`config.mk`:
```
export PLATFORM = sky130hd
export DESIGN_NAME = sensor_ctrl_burst
export DESIGN_NICKNAME = d
export VERILOG_FILES = /design/src/rtl/sensor_ctrl_burst.sv
export SDC_FILE = /design/constraint.sdc
export NUM_CORES = 2
export LEC_CHECK = 0
export CAP_MARGIN = 15
export CORE_ASPECT_RATIO = 1.75
export CORE_MARGIN = 1.5
export CORE_UTILIZATION = 68
export DETAILED_ROUTE_END_ITERATION = 8
export DONT_BUFFER_PORTS = 1
export HOLD_SLACK_MARGIN = 0.05
export PLACE_DENSITY = 0.89
export SYNTH_ARGS = -nofsm -noshare
export SYNTH_HDL_FRONTEND = slang
export SYNTH_SLANG_ARGS = --single-unit
```
`constraint.sdc`:
```
create_clock -name cpu_clk -period 69.6 [get_ports cpu_clk]
set_clock_uncertainty 0.15 [all_clocks]
set_input_delay 13.92 -clock cpu_clk [delete_from_list [all_inputs] [get_ports cpu_clk]]
set_output_delay 13.92 -clock cpu_clk [all_outputs]
set_load 0.01 [all_outputs]
```
`src/rtl/sensor_ctrl_burst.sv`:
```
// Sensor burst controller: requests 8-lane bursts into a DEPTH-word buffer and raises an interrupt when the buffer is full.
// Define SCTRL_OVF_CNT_EN to add the sctrl_ovf_cnt port, which counts bursts that arrive while the buffer is full.
module sensor_ctrl_burst #(
    parameter int DEPTH = 64,
    parameter int AW    = $clog2(DEPTH)
) (
    input  logic          cpu_clk,
    input  logic          cpu_rst,
    input  logic          sctrl_en,
    input  logic          sctrl_clear,
    input  logic          sensor_ready,
    input  logic [31:0]   sensor_out_0,
    input  logic [31:0]   sensor_out_1,
    input  logic [31:0]   sensor_out_2,
    input  logic [31:0]   sensor_out_3,
    input  logic [31:0]   sensor_out_4,
    input  logic [31:0]   sensor_out_5,
    input  logic [31:0]   sensor_out_6,
    input  logic [31:0]   sensor_out_7,
    output logic          sensor_en,
    input  logic [AW-1:0] sctrl_addr,
    output logic [31:0]   sctrl_out,
    output logic          sctrl_interrupt
`ifdef SCTRL_OVF_CNT_EN
    ,
    output logic [7:0]    sctrl_ovf_cnt
`endif
);

    // state | meaning
    // IDLE  | no request to the sensor; waits for sctrl_en
    // REQ   | sensor_en high; every sensor_ready captures one 8-word burst
    // FULL  | buffer full; interrupt held until sctrl_clear
    typedef enum logic [1:0] {
        IDLE = 2'd0,
        REQ  = 2'd1,
        FULL = 2'd2
    } state_t;

    state_t      state;
    state_t      state_nxt;
    logic [AW:0] wr_ptr;
    logic [AW:0] wr_ptr_nxt;
    logic [AW:0] wr_ptr_inc;
    logic        wr_en;
    logic [31:0] buf_mem [DEPTH];
    logic [31:0] lane [8];

    assign lane[0] = sensor_out_0;
    assign lane[1] = sensor_out_1;
    assign lane[2] = sensor_out_2;
    assign lane[3] = sensor_out_3;
    assign lane[4] = sensor_out_4;
    assign lane[5] = sensor_out_5;
    assign lane[6] = sensor_out_6;
    assign lane[7] = sensor_out_7;

    assign wr_ptr_inc = wr_ptr + (AW+1)'(8);

    // Dropping sctrl_en in REQ wins over a coincident burst: nothing is captured.
    always_comb begin
        state_nxt  = state;
        wr_ptr_nxt = wr_ptr;
        wr_en      = 1'b0;
        if (sctrl_clear) begin
            state_nxt  = IDLE;
            wr_ptr_nxt = '0;
        end else begin
            case (state)
                IDLE: begin
                    if (sctrl_en) state_nxt = REQ;
                end
                REQ: begin
                    if (!sctrl_en) begin
                        state_nxt = IDLE;
                    end else if (sensor_ready) begin
                        wr_en      = 1'b1;
                        wr_ptr_nxt = wr_ptr_inc;
                        if (wr_ptr_inc == (AW+1)'(DEPTH)) state_nxt = FULL;
                    end
                end
                FULL: begin
                    state_nxt = FULL;
                end
                default: begin
                    state_nxt = IDLE;
                end
            endcase
        end
    end

    always_ff @(posedge cpu_clk) begin
        if (cpu_rst) begin
            state           <= IDLE;
            wr_ptr          <= '0;
            sensor_en       <= 1'b0;
            sctrl_interrupt <= 1'b0;
        end else begin
            state           <= state_nxt;
            wr_ptr          <= wr_ptr_nxt;
            sensor_en       <= (state_nxt == REQ);
            sctrl_interrupt <= (state_nxt == FULL);
        end
    end

    // wr_ptr is always a multiple of 8, so OR-ing in the lane index forms the address.
    always_ff @(posedge cpu_clk) begin
        if (wr_en && !cpu_rst) begin
            for (int k = 0; k < 8; k++) begin
                buf_mem[wr_ptr[AW-1:0] | AW'(k)] <= lane[k];
            end
        end
    end

    always_ff @(posedge cpu_clk) begin
        if (cpu_rst) begin
            sctrl_out <= '0;
        end else begin
            sctrl_out <= buf_mem[sctrl_addr];
        end
    end

`ifdef SCTRL_OVF_CNT_EN
    always_ff @(posedge cpu_clk) begin
        if (cpu_rst || sctrl_clear) begin
            sctrl_ovf_cnt <= '0;
        end else if (state == FULL && sensor_ready && sctrl_ovf_cnt != 8'hFF) begin
            sctrl_ovf_cnt <= sctrl_ovf_cnt + 8'd1;
        end
    end
`endif

endmodule

```
# After elaboration in Yosys (flattened, before gate mapping)

Memories as Yosys holds them, arrays and structs flattened. A register that Yosys moved wholly into a read port is not among the register bits.
Cells that the tools add are included.

Add/sub/neg operators: 1
Multipliers: 0
Div/mod/pow operators: 0
Order comparisons: 0
Equality and inequality tests: 5
Shifts and indexed selects: 0
Mux-type cells: 12
Bitwise gates (word level): 0
Reductions and logical operators: 5

Operators with widths:

| kind                  | count |
|---|---|
| $mux W2               | 5 |
| $add A7 B4 Y7 const B | 1 |
| $eq A7 B7 Y1 const B  | 1 |
| $mux W1               | 6 |
| $pmux W2 S3           | 1 |
| $eq A2 B1 Y1 const B  | 2 |
| $eq A2 B2 Y1 const B  | 2 |
| $reduce_and A3 Y1     | 1 |
| $logic_not A2 Y1      | 1 |
| $reduce_or A2 Y1      | 1 |
| $logic_and A1 B1 Y1   | 1 |
| $logic_not A1 Y1      | 1 |

Register bits after elaboration: 11
Bits in latches: 0
RAM bits: 2,048
Memory bits (read-only): 0
Bits of input ports: 267
Output and inout port bits: 34
Memories kept: 1

Memories:

| name    | depth | bits a word | read ports | clocked after Yosys merged registers in | wr ports | line | source |
|---|---|---|---|---|---|---|---|
| buf_mem | 64    | 32          | 1          | 1                                       | 8        | 46   | `logic [31:0] buf_mem [DEPTH];` |

# Depth between registers and ports, before layout

Depth in word-level cells: 8
Mapped depth: 10
Depth with buffers taken out: 5

# Worst setup path before layout

OpenSTA, ideal clock, no wires.

Path type: input to register
From: in cpu_rst
To: mem buf_mem[0][0], enable pin
Library setup time: 1,187 ps
Arrival time: 32,141 ps
Required time: 68,263 ps
Path slack: 36,122 ps
Cell stages on the path: 5
Path buffers: 2
Cells stage by stage: clkbuf_1 or2_2 clkbuf_1 or3_1 nor3_1

RTL lines:

| item            | line | source |
|---|---|---|
| start, declared | 8    | `input logic cpu_rst,` |
| end, declared   | 46   |  |

==> impl_results.md <==
* # DRC at 0
* Die Ht at 455 um
* Placed insts at 4824
* Max-Cap Viols at 0
* Clock slew seen by the registers of the worst setup and hold paths at 0.07 ns
* Antenna-violating nets left at 0
* Slew at the pin closest to its max-slew limit at 1.38 ns
* Die Area at 119000 um2
* First-pass DRT Iterations at 5
* Sw Share at 20.3%
* Async set or reset register ratio after synthesis at 0%
* CP endpoint kind: register
* Hold/Removal Path Class: register to register
* Post-Syn Nets at 3726
* CP Max Fanout at 65
* Share of power burned in registers at 55.8%
* Worst EP required at 69.87 ns
* Min Tclk post-route at 17.51 ns
* Unique cell type count in the Yosys netlist at 58
* TritonCTS clock tree: built
* Vias in the first global route at 40629
* Final setup fails at 0
* Hpwl dp at 107000 um
* Congestion Overflow GR at 0
* Max VDD drop at 41.8 uV
* Yosys warning count at 0
* CP Launch Type: primary input
* Number of synthesized register bits at 2088
* Vias per cell at 7.50
* NetSw at 0.000503 W
* Final period util at 25.2%
* GRT Resource Usage Total at 35.8%
* Clk Latency, worst-skew pair at 0.82 ns
* Crit path kind: primary input to register
* Clk buf depth at 3
* Initial antenna violation count at 4
* Final Hold Viols at 0
* Initial Util at 68.6%
* Syn-to-layout area delta at 9.14%
* # resized after CTS at 0
* Unrepaired setup endpoints after global routing: false
* H-tree depth at 4
* Total CTS buffers at 171
* Top_reg_cell synth: edfxtp_1
* Fmax at 57.1 MHz
* Post-Synthesis Cells at 3458
* Mapped Area at 79300 um2
* Clk root buf: clkbuf_16
* # IOs at 301
* Final nets at 3768
* Fillers at 5574
* Non-filler cells in the finished layout at 5156
* Final WL at 208000 um
* Vias at 38647
* Core area at 116000 um2
* Avg Cell Area, Syn at 22.9 um2
* EDFF count, synth at 2048
* DR WL/cell at 40.4 um
* Die width at 261 um
* CP arrival at 17.78 ns
* Register area share after synthesis at 78.6%
* Leakage at 26.8 nW
* Hold Buf Count CTS at 0
* PortBufs at 0
* P per Cell Area at 28.7 nW/um2
* First-pass GRT wire length at 293000 um
* Largest net degree at the start of global routing at 533
* Site Rows at 165
* CTS sink cnt at 2088
* Setup TNS at 0 ns
* Gpl congestion at 0.796
* Postcts setup bufs at 0
* Layout cells sized above 1 at 24.1%
* DRT iter0 DRCs at 5564
* Logic pwr share at 3.1%
* Rel. slew slack at 8.17%
* Status: finished clean
* Clk pwr share at 41.1%
* Slew Viols, Final at 0
* Power Internal at 0.00198 W
## worst paths after layout
kind / to / from / slack [ns] / depth (start not counted)
min reg2reg: wr_ptr[6] / wr_ptr[6] / 0.37 / 2
min: wr_ptr[6] / wr_ptr[6] / 0.37 / 2
max reg2reg: buf_mem[6][3] / state[1] / 64.91 / 7
max: buf_mem[6][3] / sctrl_en / 52.09 / 7
## metal layers
metal  GRT usage, %  up-vias  share of wire, %  wire length [um]
met3           9.49      694                12             25300
li1               -    14713                 -                 -
met4           18.8        4               5.8             12200
met2           59.5     3271                52            108000
met1           43.2    19965                30             63200
met5              0        -             0.013                27
## logic make-up (layout without fill, tap and decap cells)
| group | Yosys count | in the layout | share of synthesized area [%] |
|---|---|---|---|
| AOI/OAI and AO/OA | 206 | 206 | 1.84 |
| buffers and inverters | 191 | 378 | 1.48 |
| DFF | 2088 | 2088 | 78.6 |
| and+or+nand+nor | 348 | 348 | 1.90 |
| other | 0 | 8 | 0 |
| muxes | 621 | 621 | 16.1 |
| adders and majority gates | 1 | 1 | 0.0158 |
| xor gates and xnor gates | 3 | 3 | 0.0331 |
## power by group through the flow
stage | combinational, W | clock (W) | sequential [W]
2_1_floorplan | 0.0000641 | 0 | 0.00141
3_3_place_gp | 0.0000614 | 0 | 0.00141
3_5_place_dp | 0.0000640 | 0 | 0.00141
4_1_cts | 0.0000672 | 0.00102 | 0.00138
5_1_grt | 0.0000789 | 0.00106 | 0.00138
6_report | 0.0000765 | 0.00102 | 0.00138
## cell type report
| cell class | count | area [um2] | area share, % |
|---|---|---|---|
| flip-flops and latches | 2088 | 62300 | 72.0 |
| multi-input cells | 1179 | 15900 | 18.4 |
| clock buffers | 210 | 4570 | 5.28 |
| well taps | 1503 | 1880 | 2.17 |
| clock inverters | 108 | 1280 | 1.48 |
| repair buffers | 55 | 551 | 0.636 |
| inverters | 5 | 26.3 | 0.0304 |
| diodes | 8 | 20.0 | 0.0231 |
## per-stage QoR
step                worst slack, ns  util (%)  cell area (um2)  total power, W  hold slack (ns)
floorplan                     36.12         -            79300         0.00148            0.320
global placement              51.53      69.6            80500         0.00147            0.327
detailed placement            51.29      69.6            80500         0.00148            0.355
CTS                           52.05      74.7            86400         0.00248            0.373
global route                  51.88      74.8            86500         0.00253            0.408
finish                        52.09      74.8            86500         0.00248            0.366
## synthesized netlist by cell type (all sizes together) (2+ instances only)
library cell,instances,share of area (%)
edfxtp,2048,78
mux4,525,15
nand2,196,0.93
buf,121,1.2
mux2i,81,1.0
clkbuf,65,0.31
nand3,58,0.37
a21oi,41,0.26
dfxtp,40,1.0
a22oi,39,0.37
nor2,38,0.18
a32oi,25,0.28
a31oi,23,0.18
nor2b,16,0.13
mux2,15,0.21
o211ai,15,0.15
nor3,12,0.076
o21ai,12,0.076
o22ai,9,0.071
a2111oi,6,0.066
and2,6,0.047
nand2b,6,0.047
a211oi,5,0.047
a311oi,5,0.055
inv,5,0.024
o221ai,5,0.055
a221oi,4,0.044
nor4,4,0.032
or2,4,0.032
a41oi,3,0.033
nand4,3,0.024
xor2,3,0.033
a32o,2,0.025
nor3b,2,0.019
o2111ai,2,0.022
o311a,2,0.025
or3,2,0.016
## layout by cell type, fill, tap and decap left out, types with 5 or more instances in the layout
cell,Yosys,routed
edfxtp_1,2048,2048
mux4_2,525,525
nand2_1,196,196
clkbuf_16,0,174
mux2i_1,81,81
nand3_1,58,58
buf_4,31,47
a21oi_1,41,41
dfxtp_1,40,40
a22oi_1,39,39
clkinv_1,0,31
clkbuf_1,64,28
nor2_1,38,26
clkinv_2,0,25
a32oi_1,25,25
bufinv_16,0,24
a31oi_1,23,23
mux2_2,14,14
o211ai_1,14,14
nor2b_1,16,12
clkinvlp_4,0,12
nor3_1,12,10
o22ai_1,9,9
diode_2,0,8
nor2_4,0,8
o21ai_1,8,8
clkbuf_8,0,8
nand2b_1,6,6
a2111oi_0,6,6
clkinv_8,0,6
and2_1,5,5
a211oi_1,5,5
a311oi_1,5,5
o221ai_1,5,5
inv_6,0,5
clkinv_4,0,5
buf_16,0,5
## critical path: stages
cell and delay [ns]:
nor2b_1 0.26, nand3_1 0.25, or3_1 0.57, nor3_2 0.16, buf_4 0.69, buf_4 0.83, buf_4 0.85
## flip-flops by register name (all words and copies together), names as in the netlist
register,cells
sensor_en,1
wr_ptr,4
buf_mem,2048
state,2
sctrl_out,32
sctrl_interrupt,1
Note: power is estimated with default switching activity, not from simulation.
